**src/rtl/fp_minmax_stream_reducer.sv**
```systemverilog
// Packet-level FMIN/FMAX reduction over a valid/ready stream of binary32 operands.
// Optional macro FMINMAX_NAN_EN: RISC-V style NaN handling (NaNs skipped, out_nan flag).
module fp_minmax_stream_reducer #(
    parameter int XLEN  = 32,
    parameter int CNT_W = 16
) (
    input  logic             CLK,
    input  logic             rst_n,
    input  logic             En,
    input  logic             in_valid,
    output logic             in_ready,
    input  logic [XLEN-1:0]  in_data,
    input  logic             in_last,
    output logic             out_valid,
    input  logic             out_ready,
    output logic [XLEN-1:0]  out_min,
    output logic [XLEN-1:0]  out_max,
    output logic [CNT_W-1:0] out_count,
    output logic             out_nan
);

    typedef enum logic [1:0] {
        IDLE  = 2'd0,
        ACCUM = 2'd1,
        HOLD  = 2'd2
    } state_t;

    localparam logic [CNT_W-1:0] CNT_MAX = {CNT_W{1'b1}};
    localparam logic [CNT_W-1:0] CNT_ONE = {{(CNT_W-1){1'b0}}, 1'b1};

    // Monotone unsigned key: -0 sorts below +0 and infinities land at the ends.
    function automatic logic [31:0] order_key(input logic [31:0] x);
        return x[31] ? ~x : (x ^ 32'h8000_0000);
    endfunction

`ifdef FMINMAX_NAN_EN
    localparam logic [31:0] CANON_NAN = 32'h7FC0_0000;

    function automatic logic is_nan(input logic [31:0] x);
        return (x[30:23] == 8'hFF) && (x[22:0] != 23'd0);
    endfunction

    logic empty_r;
    logic empty_s;
`endif

    state_t           state_r;
    state_t           state_s;
    logic             accept_s;
    logic             first_s;
    logic [XLEN-1:0]  min_s;
    logic [XLEN-1:0]  max_s;
    logic [CNT_W-1:0] count_s;
    logic             nan_s;
    logic             valid_s;

    assign in_ready = rst_n && En && (state_r != HOLD);
    assign accept_s = in_valid && in_ready;
    assign first_s  = (state_r == IDLE);

    // State register.
    always_ff @(posedge CLK or negedge rst_n) begin
        if (!rst_n) begin
            state_r <= IDLE;
        end else begin
            state_r <= state_s;
        end
    end

    // Next-state decode; a low En freezes the machine.
    always_comb begin
        state_s = state_r;
        if (En) begin
            case (state_r)
                IDLE, ACCUM: begin
                    if (accept_s) begin
                        state_s = in_last ? HOLD : ACCUM;
                    end else begin
                        state_s = state_r;
                    end
                end
                HOLD: begin
                    if (out_ready) begin
                        state_s = IDLE;
                    end else begin
                        state_s = HOLD;
                    end
                end
                default: state_s = IDLE;
            endcase
        end else begin
            state_s = state_r;
        end
    end

    // Running min/max/count/NaN update for an accepted beat, and result-valid tracking.
    always_comb begin
        min_s   = out_min;
        max_s   = out_max;
        count_s = out_count;
        nan_s   = out_nan;
        valid_s = out_valid;
`ifdef FMINMAX_NAN_EN
        empty_s = empty_r;
`endif
        if (En && accept_s) begin
            valid_s = in_last;
            if (first_s) begin
                count_s = CNT_ONE;
            end else if (out_count != CNT_MAX) begin
                count_s = out_count + CNT_ONE;
            end else begin
                count_s = CNT_MAX;
            end
`ifdef FMINMAX_NAN_EN
            // While no ordered value has been seen, min/max park at the canonical NaN.
            nan_s   = (first_s ? 1'b0 : out_nan) | is_nan(in_data);
            empty_s = first_s ? 1'b1 : empty_r;
            if (first_s) begin
                min_s = CANON_NAN;
                max_s = CANON_NAN;
            end else begin
                min_s = out_min;
                max_s = out_max;
            end
            if (is_nan(in_data)) begin
                empty_s = empty_s;
            end else if (empty_s) begin
                min_s   = in_data;
                max_s   = in_data;
                empty_s = 1'b0;
            end else begin
                if (order_key(in_data) < order_key(out_min)) begin
                    min_s = in_data;
                end else begin
                    min_s = out_min;
                end
                if (order_key(in_data) > order_key(out_max)) begin
                    max_s = in_data;
                end else begin
                    max_s = out_max;
                end
            end
`else
            nan_s = 1'b0;
            if (first_s) begin
                min_s = in_data;
                max_s = in_data;
            end else begin
                if (order_key(in_data) < order_key(out_min)) begin
                    min_s = in_data;
                end else begin
                    min_s = out_min;
                end
                if (order_key(in_data) > order_key(out_max)) begin
                    max_s = in_data;
                end else begin
                    max_s = out_max;
                end
            end
`endif
        end else if (En && (state_r == HOLD) && out_ready) begin
            valid_s = 1'b0;
        end else begin
            valid_s = out_valid;
        end
    end

    // Result registers drive the output ports directly.
    always_ff @(posedge CLK or negedge rst_n) begin
        if (!rst_n) begin
            out_valid <= 1'b0;
            out_min   <= 32'h0000_0000;
            out_max   <= 32'h0000_0000;
            out_count <= {CNT_W{1'b0}};
            out_nan   <= 1'b0;
        end else begin
            out_valid <= valid_s;
            out_min   <= min_s;
            out_max   <= max_s;
            out_count <= count_s;
            out_nan   <= nan_s;
        end
    end

`ifdef FMINMAX_NAN_EN
    // Tracks whether the current packet has produced an ordered (non-NaN) value yet.
    always_ff @(posedge CLK or negedge rst_n) begin
        if (!rst_n) begin
            empty_r <= 1'b1;
        end else begin
            empty_r <= empty_s;
        end
    end
`endif

endmodule
```
**config.mk**
```make
export PLATFORM = sky130hd
export DESIGN_NAME = fp_minmax_stream_reducer
export DESIGN_NICKNAME = d
export VERILOG_FILES = /design/src/rtl/fp_minmax_stream_reducer.sv
export SDC_FILE = /design/constraint.sdc
export NUM_CORES = 1
export LEC_CHECK = 0
export BUFFER_PORTS_ARGS = -buffer_cell sky130_fd_sc_hd__buf_2
export CAP_MARGIN = 20
export CELL_PAD_IN_SITES_DETAIL_PLACEMENT = 1
export CELL_PAD_IN_SITES_GLOBAL_PLACEMENT = 1
export CORE_MARGIN = 2
export CORE_UTILIZATION = 40
export CTS_BUF_LIST = sky130_fd_sc_hd__clkbuf_8
export DETAILED_ROUTE_END_ITERATION = 16
export MAX_ROUTING_LAYER = met4
export PLACE_DENSITY_LB_ADDON = 0.05
export SYNTH_ARGS = -nofsm -noshare
export SYNTH_HDL_FRONTEND = slang
export SYNTH_SLANG_ARGS = --single-unit
```
**constraint.sdc**
```tcl
create_clock -name CLK -period 3.62 [get_ports CLK]
set_input_delay 0.181 -clock CLK [delete_from_list [all_inputs] [get_ports CLK]]
set_output_delay 0.181 -clock CLK [all_outputs]
set_load 0.02 [all_outputs]
```
==> results of run 1 <==
## registers in the layout, indices dropped and copies added (netlist names)
name,count
out_count,16
out_max,32
out_min,32
out_valid,1
state_r,2
## layer usage
metal  routed length, um  GRT usage, %  vias to the layer above
li1                    -             -                     2813
met1                9636         33.67                     3063
met2               10200         43.50                      159
met3                 865         3.990                       28
met4                 368         8.198                        0
met5                   0             -                        -
## cells by family after synthesis
group / count (synthesis) / share of synthesized area, %
AND/OR/NAND/NOR: 185 / 13.05
AO/OA/AOI/OAI: 195 / 19.46
multiplexers: 32 / 5.600
flip-flops: 83 / 32.28
adder cells (fa/ha/maj): 64 / 12.44
buffers and inverters: 63 / 4.453
other: 1 / 0.05828
XOR/XNOR: 93 / 12.66
## cell usage after synthesis (2+ instances only)
master,count,area [sq um]
o21a_1,7,52.55
o21ai_0,48,240.2
o221ai_1,2,17.52
xor2_1,32,280.3
a22oi_1,32,240.2
inv_1,11,41.29
a31oi_1,9,56.30
nor2_1,22,82.58
or4_1,2,15.01
nand2_1,87,326.6
ha_1,64,800.8
mux2_2,32,360.4
nand3_1,11,55.05
a221oi_1,2,17.52
nand4_1,14,87.58
and3_1,2,12.51
buf_6,4,45.04
o22a_1,8,70.07
xnor2_1,61,534.3
dfrtp_1,83,2077
buf_2,4,20.02
nand2b_1,2,12.51
a211oi_1,2,15.01
nor4_1,3,18.77
nor3_1,35,175.2
and2_1,2,12.51
buf_1,6,22.52
clkbuf_1,34,127.6
o211ai_1,35,262.8
buf_4,4,30.03
a21oi_1,41,205.2
## final cells by class
cell class | instances | share of cell area, %
multi-input combinational | 570 | 54.68
timing repair buffer | 145 | 10.97
clock inverter | 6 | 0.5518
tap | 216 | 3.612
clock buffer | 10 | 1.839
inverter | 11 | 0.5518
sequential | 83 | 27.79
## how the worst min path moves through the flow
stage / start / to / depth (start not counted)
CTS: En / state_r[0] / 2
detailed placement: rst_n / out_max[6] / 2
global route: En / state_r[0] / 2
global placement: rst_n / out_min[5] / 2
floorplan: rst_n / out_count[0] / 0
finish: En / state_r[0] / 2
## worst register-to-register path, stage by stage, from the launching register on
cell and delay [ns]:
dfrtp_2 0.70, buf_4 0.32, xnor2_1 0.11, ha_1 0.33, nand4_1 0.14, or4_1 0.55, or4_4 0.45, and2_1 0.31
buf_12 0.23, nand2_1 0.10, o211ai_1 0.09
## power by group through the flow
stage / sequential, mW / combinational [mW] / clock, mW
after floorplan: 2.01 / 2.54 / 0
after global routing: 1.79 / 4.67 / 0.725
final: 1.73 / 4.15 / 0.669
after global placement: 1.73 / 3.95 / 0
after detailed placement: 1.75 / 4.15 / 0
after CTS: 1.73 / 4.18 / 0.685
## cells in the final DEF, fill, tap and decap left out, drive strengths merged, types with 2 or more instances in the layout
cell	Yosys	final
and2	2	2
nand3	11	11
nand4	14	14
nand2	87	87
o211ai	35	35
o221ai	2	2
o22a	8	8
a221oi	2	2
a31oi	9	9
nor4	3	3
o21a	7	7
dfrtp	83	83
a22oi	32	32
inv	11	11
nor2	22	22
nor3	35	35
or4	3	3
mux2	32	32
o21ai	49	49
nand2b	2	2
xnor2	61	61
a21oi	41	41
xor2	32	32
clkbuf	34	10
clkinv	0	6
ha	64	64
buf	18	144
a211oi	2	2
and3	2	2
## metrics by stage
step	cells	hold WS (ns)	setup WS (ns)
6_report	1041	0.05664	0.1557
5_1_grt	1041	0.04816	0.001835
4_1_cts	1041	0.03486	0.1730
3_5_place_dp	1024	0.3651	0.1039
3_3_place_gp	1024	0.3565	0.2383
2_1_floorplan	716	-0.1146	0.04233
==> results.cfg, run 1 <==
[run_status]
status = completed

[setup_path]
critPathBufInv = 2
required_ns = 3.87
rrSetupSlack_ns = 0.16
critPathMaxStageDelay_ns = 0.70
worst-path-stages = 10
slowest_stage = dfrtp_2
path_max_fanout = 25
cp_top_family = simple AND/OR/NAND/NOR gates
r2r-start = out_max[31]
worst_setup_path_end_kind = flip-flop
critical_path_class = reg2reg
endpoint = out_max[12]
crit_start = out_max[31]
arrival_ns = 3.72
r2r_cells = 10
start_kind = flip-flop
r2r_end = out_max[12]
crit_chain = buf_4, xnor2_1, ha_1, nand4_1, or4_1, or4_4, and2_1, buf_12, nand2_1, o211ai_1

[sta]
rsz0062_at_grt = no
slew_viol_final = 0
setup_viol = 0
fin_crit_sh_pct = 95.70
slew_headroom_pct = 43.08
fin_setup_tns_ns = 0
fmax_mhz = 288.7
skew_ns = 0.01260
worstMarginPinSlew_ns = 0.8460
fin_crit_ns = 3.464
hold_violations = 0

[pwr]
p_sw_share_pct = 49.89
power.switching_mw = 3.269
p_per_area_nw_per_um2 = 875.8
power_frac_comb_pct = 63.4
seqPwrFrac_pct = 26.4
pwr-share-clk_pct = 10.2
power_mw = 6.553
intPower_mw = 3.283
power.leakage_nw = 3.326
peakVddDrop_mv = 0.4119

[clock_tree]
clk_latency_ns = 0.39
ctsHoldBuffers = 1
root_buffer = clkbuf_8
cts_inserted_buffers = 9
cts_setup_buffers = 0
ctsResizeCount = 0
path_clk_slew_ns = 0.10
clock_path_buffers = 2
cts_tree = done
htreeDepth = 3
cts_num_sinks = 83

[synthesis]
syn_nets = 818
synth_ff_type = dfrtp_1
syn_inst = 716
syn_area_per_cell_sq_um = 8.987
synth-seq-cells = 83
synth-edff-count = 0
syn_area_sq_um = 6435
yosysWarnings = 0
synth.distinct_cells = 46
ys_seq_area_share_pct = 32.28
synthArstFlopShare_pct = 100.0

[layout]
multi_input_area_sq_um = 4091
finalNetCount = 922
antenna_cells = 0
syn2layout_area_growth_pct = 16.27
drive_gt1_share_pct = 24.36
final_util_pct = 47.27
regArea_sq_um = 2079
postLayoutCellArea_sq_um = 7482
nFillCells = 1870

[flow_run]
timing.max_cap.violations = 0

[grt]
grt_pass1_vias = 6446
grt_remaining_overflow = 0
grt_first_pass_wirelength_um = 34120
antenna_found_initial = 0
grtUsageTotal_pct = 26.43
grt_max_degree = 48

[drt]
ant_nets = 0
drt_wl_total_um = 21070
route.detailed.drc = 0
num_vias = 6063
post_drt_wl_per_cell_um = 20.24
drt_iter0_drc = 303
post_drt_via_cell_ratio = 5.824
dr.pass1.iters = 4

[floorplan]
ioPinCount = 121
die_w_um = 130.8
initial_core_util_pct = 40.66
die_area_sq_um = 17120
coreArea_sq_um = 15830
rows = 46
fp.dieH_um = 130.8

[placed_design]
place_area_sq_um = 7293
portBuffers = 119
place_congestion = 0.8406
place_hpwl_um = 15130

[worst_hold_path]
min_path_type = in2reg
Power figures use the tool's default switching activity.
==> run 2, diff against run 1 <==
--- a/config.mk
+++ b/config.mk
@@ -10,7 +10,7 @@
 export CELL_PAD_IN_SITES_DETAIL_PLACEMENT = 1
 export CELL_PAD_IN_SITES_GLOBAL_PLACEMENT = 1
 export CORE_MARGIN = 2
-export CORE_UTILIZATION = 40
+export CORE_UTILIZATION = 44
 export CTS_BUF_LIST = sky130_fd_sc_hd__clkbuf_8
 export DETAILED_ROUTE_END_ITERATION = 16
 export MAX_ROUTING_LAYER = met4
==> constraint.sdc (replaced) <==
create_clock -name CLK -period 3.65 [get_ports CLK]
set_input_delay 0.1825 -clock CLK [delete_from_list [all_inputs] [get_ports CLK]]
set_output_delay 0.1825 -clock CLK [all_outputs]
set_load 0.02 [all_outputs]
==> run 2 against run 1 <==
Compared with the run above: critical path depth down 1; critical endpoint is now out_max[26]; critical path type unchanged; non-clock buffer count decreased by 3; worst hold slack worse by 0.014 ns; sequential share of layout area increased by 0.14 points; total power increased by 0.65%; utilization up 4.3 points; final cell count is 3.4% lower; routed wire length is 0.29% higher; register-to-register slack better by 0.17 ns.
==> results.cfg, run 2 (synthesized netlist as in run 1, its figures left out) <==
[sta]
skew_ns = 0.01452
rsz0062_at_grt = no
hold_violations = 0
fmax_mhz = 300.4
slew_viol_final = 0
slew_headroom_pct = 37.91
fin_crit_ns = 3.329
fin_crit_sh_pct = 91.19
worstMarginPinSlew_ns = 0.9314
setup_viol = 0
fin_setup_tns_ns = 0
finalWorstSetupSlack_ns = 0.3215

[layout]
finalNetCount = 919
layout_common_cells = buf_2 (118), nand2_1 (87), dfrtp_1 (81), ha_1 (64), xnor2_1 (61)
reg.largest.list = out_max: 32 flops, out_min: 32 flops, out_count: 16 flops
drive_gt1_share_pct = 23.97
antenna_cells = 0
layout_commonest_cell = buf_2
postLayoutCellArea_sq_um = 7446
syn2layout_area_growth_pct = 15.71

[setup_path]
critPathMaxStageDelay_ns = 0.74
r2r_cells = 9
arrival_ns = 3.63
path_max_fanout = 18
cp_top_family = simple AND/OR/NAND/NOR gates
start_kind = flip-flop
crit_chain = xnor2_1, ha_1, nand4_1, or4_1, or4_4, o21ai_2, buf_4, a22oi_1, o211ai_1
worst_setup_path_end_kind = flip-flop
r2r_end = out_max[26]
r2r-start = out_max[31]
rrSetupSlack_ns = 0.32
critPathBufInv = 1
slowest_stage = dfrtp_2
critical_path_class = reg2reg
required_ns = 3.95

[flow_run]
timing.max_cap.violations = 0

[drt]
post_drt_wl_per_cell_um = 21.00
route.detailed.drc = 0
ant_nets = 0
drt_wl_total_um = 21130
num_vias = 5999
post_drt_via_cell_ratio = 5.963
drt_iter0_drc = 377
dr.pass1.iters = 5

[clock_tree]
cts_setup_buffers = 0
ctsResizeCount = 0
cts_num_sinks = 83
htreeDepth = 3
cts_inserted_buffers = 9
cts_tree = done
clk_latency_ns = 0.39
path_clk_slew_ns = 0.09
root_buffer = clkbuf_8
clock_path_buffers = 2

[grt]
grt_remaining_overflow = 0
grt_max_degree = 66
antenna_found_initial = 0
grtUsageTotal_pct = 28.58
grt_pass1_vias = 6421
grt_first_pass_wirelength_um = 34980

[pwr]
peakVddDrop_mv = 0.3153
p_per_area_nw_per_um2 = 885.8
power.leakage_nw = 3.323

[floorplan]
fp.dieH_um = 124.9
die_w_um = 124.9
initial_core_util_pct = 44.61
die_area_sq_um = 15610
coreArea_sq_um = 14420
rows = 44
ioPinCount = 121

[worst_hold_path]
min_path_type = in2reg
worstHoldStart = En
holdPathStages = 2
min_to = state_r[0]

[run_status]
status = completed

[placed_design]
place_congestion = 0.8563
place_area_sq_um = 7243
place_hpwl_um = 15120
place_ws_ns = 0.3450
portBuffers = 119
[run 2: cell types whose count changed in the layout (fill, tap and decap cells not counted), sizes merged]
cell and change:
clkbuf -1, inv +2, clkinvlp +1, buf -3, clkinv -3, bufinv +1
[run 2: how the worst max path moves through the flow]
stage | from | to | slack, ns | cells past startpoint
after CTS | out_max[31] | out_max[26] | 0.33 | 9
after global routing | out_min[31] | out_min[27] | 0.09 | 10
after floorplan | out_max[31] | out_max[21] | 0.07 | 13
after detailed placement | out_max[31] | out_max[26] | 0.35 | 9
after global placement | out_max[31] | out_max[25] | 0.43 | 9
final | out_max[31] | out_max[26] | 0.32 | 9
[run 2: cell type report]
type	instances	area [sq um]
inverter	11	41.29
fill	1725	6978
tap	184	230.2
multi-input combinational	570	4091
timing repair buffer	142	810.8
clock buffer	9	123.9
sequential	83	2079
clock inverter	7	68.82
[run 2: metrics by stage]
stage / utilization [%] / hold WS [ns] / power [mW] / instances
final: 51.62 / 0.04278 / 6.596 / 1006
after global routing: 51.62 / 0.05334 / 7.188 / 1006
after CTS: 51.62 / 0.01194 / 6.612 / 1006
after detailed placement: 50.22 / 0.08782 / 5.880 / 989
after global placement: 50.22 / 0.08603 / 5.635 / 989
after floorplan: - / -0.1131 / 4.506 / 716
[run 2: power by group]
| part | switching, mW | leakage, nW | internal [mW] |
|---|---|---|---|
| clock | 0.387 | 0.101 | 0.315 |
| combinational | 2.42 | 2.27 | 1.74 |
| sequential | 0.483 | 0.957 | 1.26 |
[run 2: per-layer routing]
| metal | wire length (um) | up-vias | share of wire, % | track usage, % |
|---|---|---|---|---|
| met5 | 0 | - | 0 | - |
| met2 | 9959 | 151 | 47 | 45.55 |
| met4 | 327 | 0 | 1.5 | 8.627 |
| met1 | 10080 | 3025 | 48 | 38.54 |
| met3 | 764 | 22 | 3.6 | 3.295 |
| li1 | - | 2801 | - | - |
[run 2: timing repair]
action                                  in CTS  in global routing
hold buffers                                 1                  0
endpoints found under the setup margin       0                  0
hold endpoints to repair                    18                  0
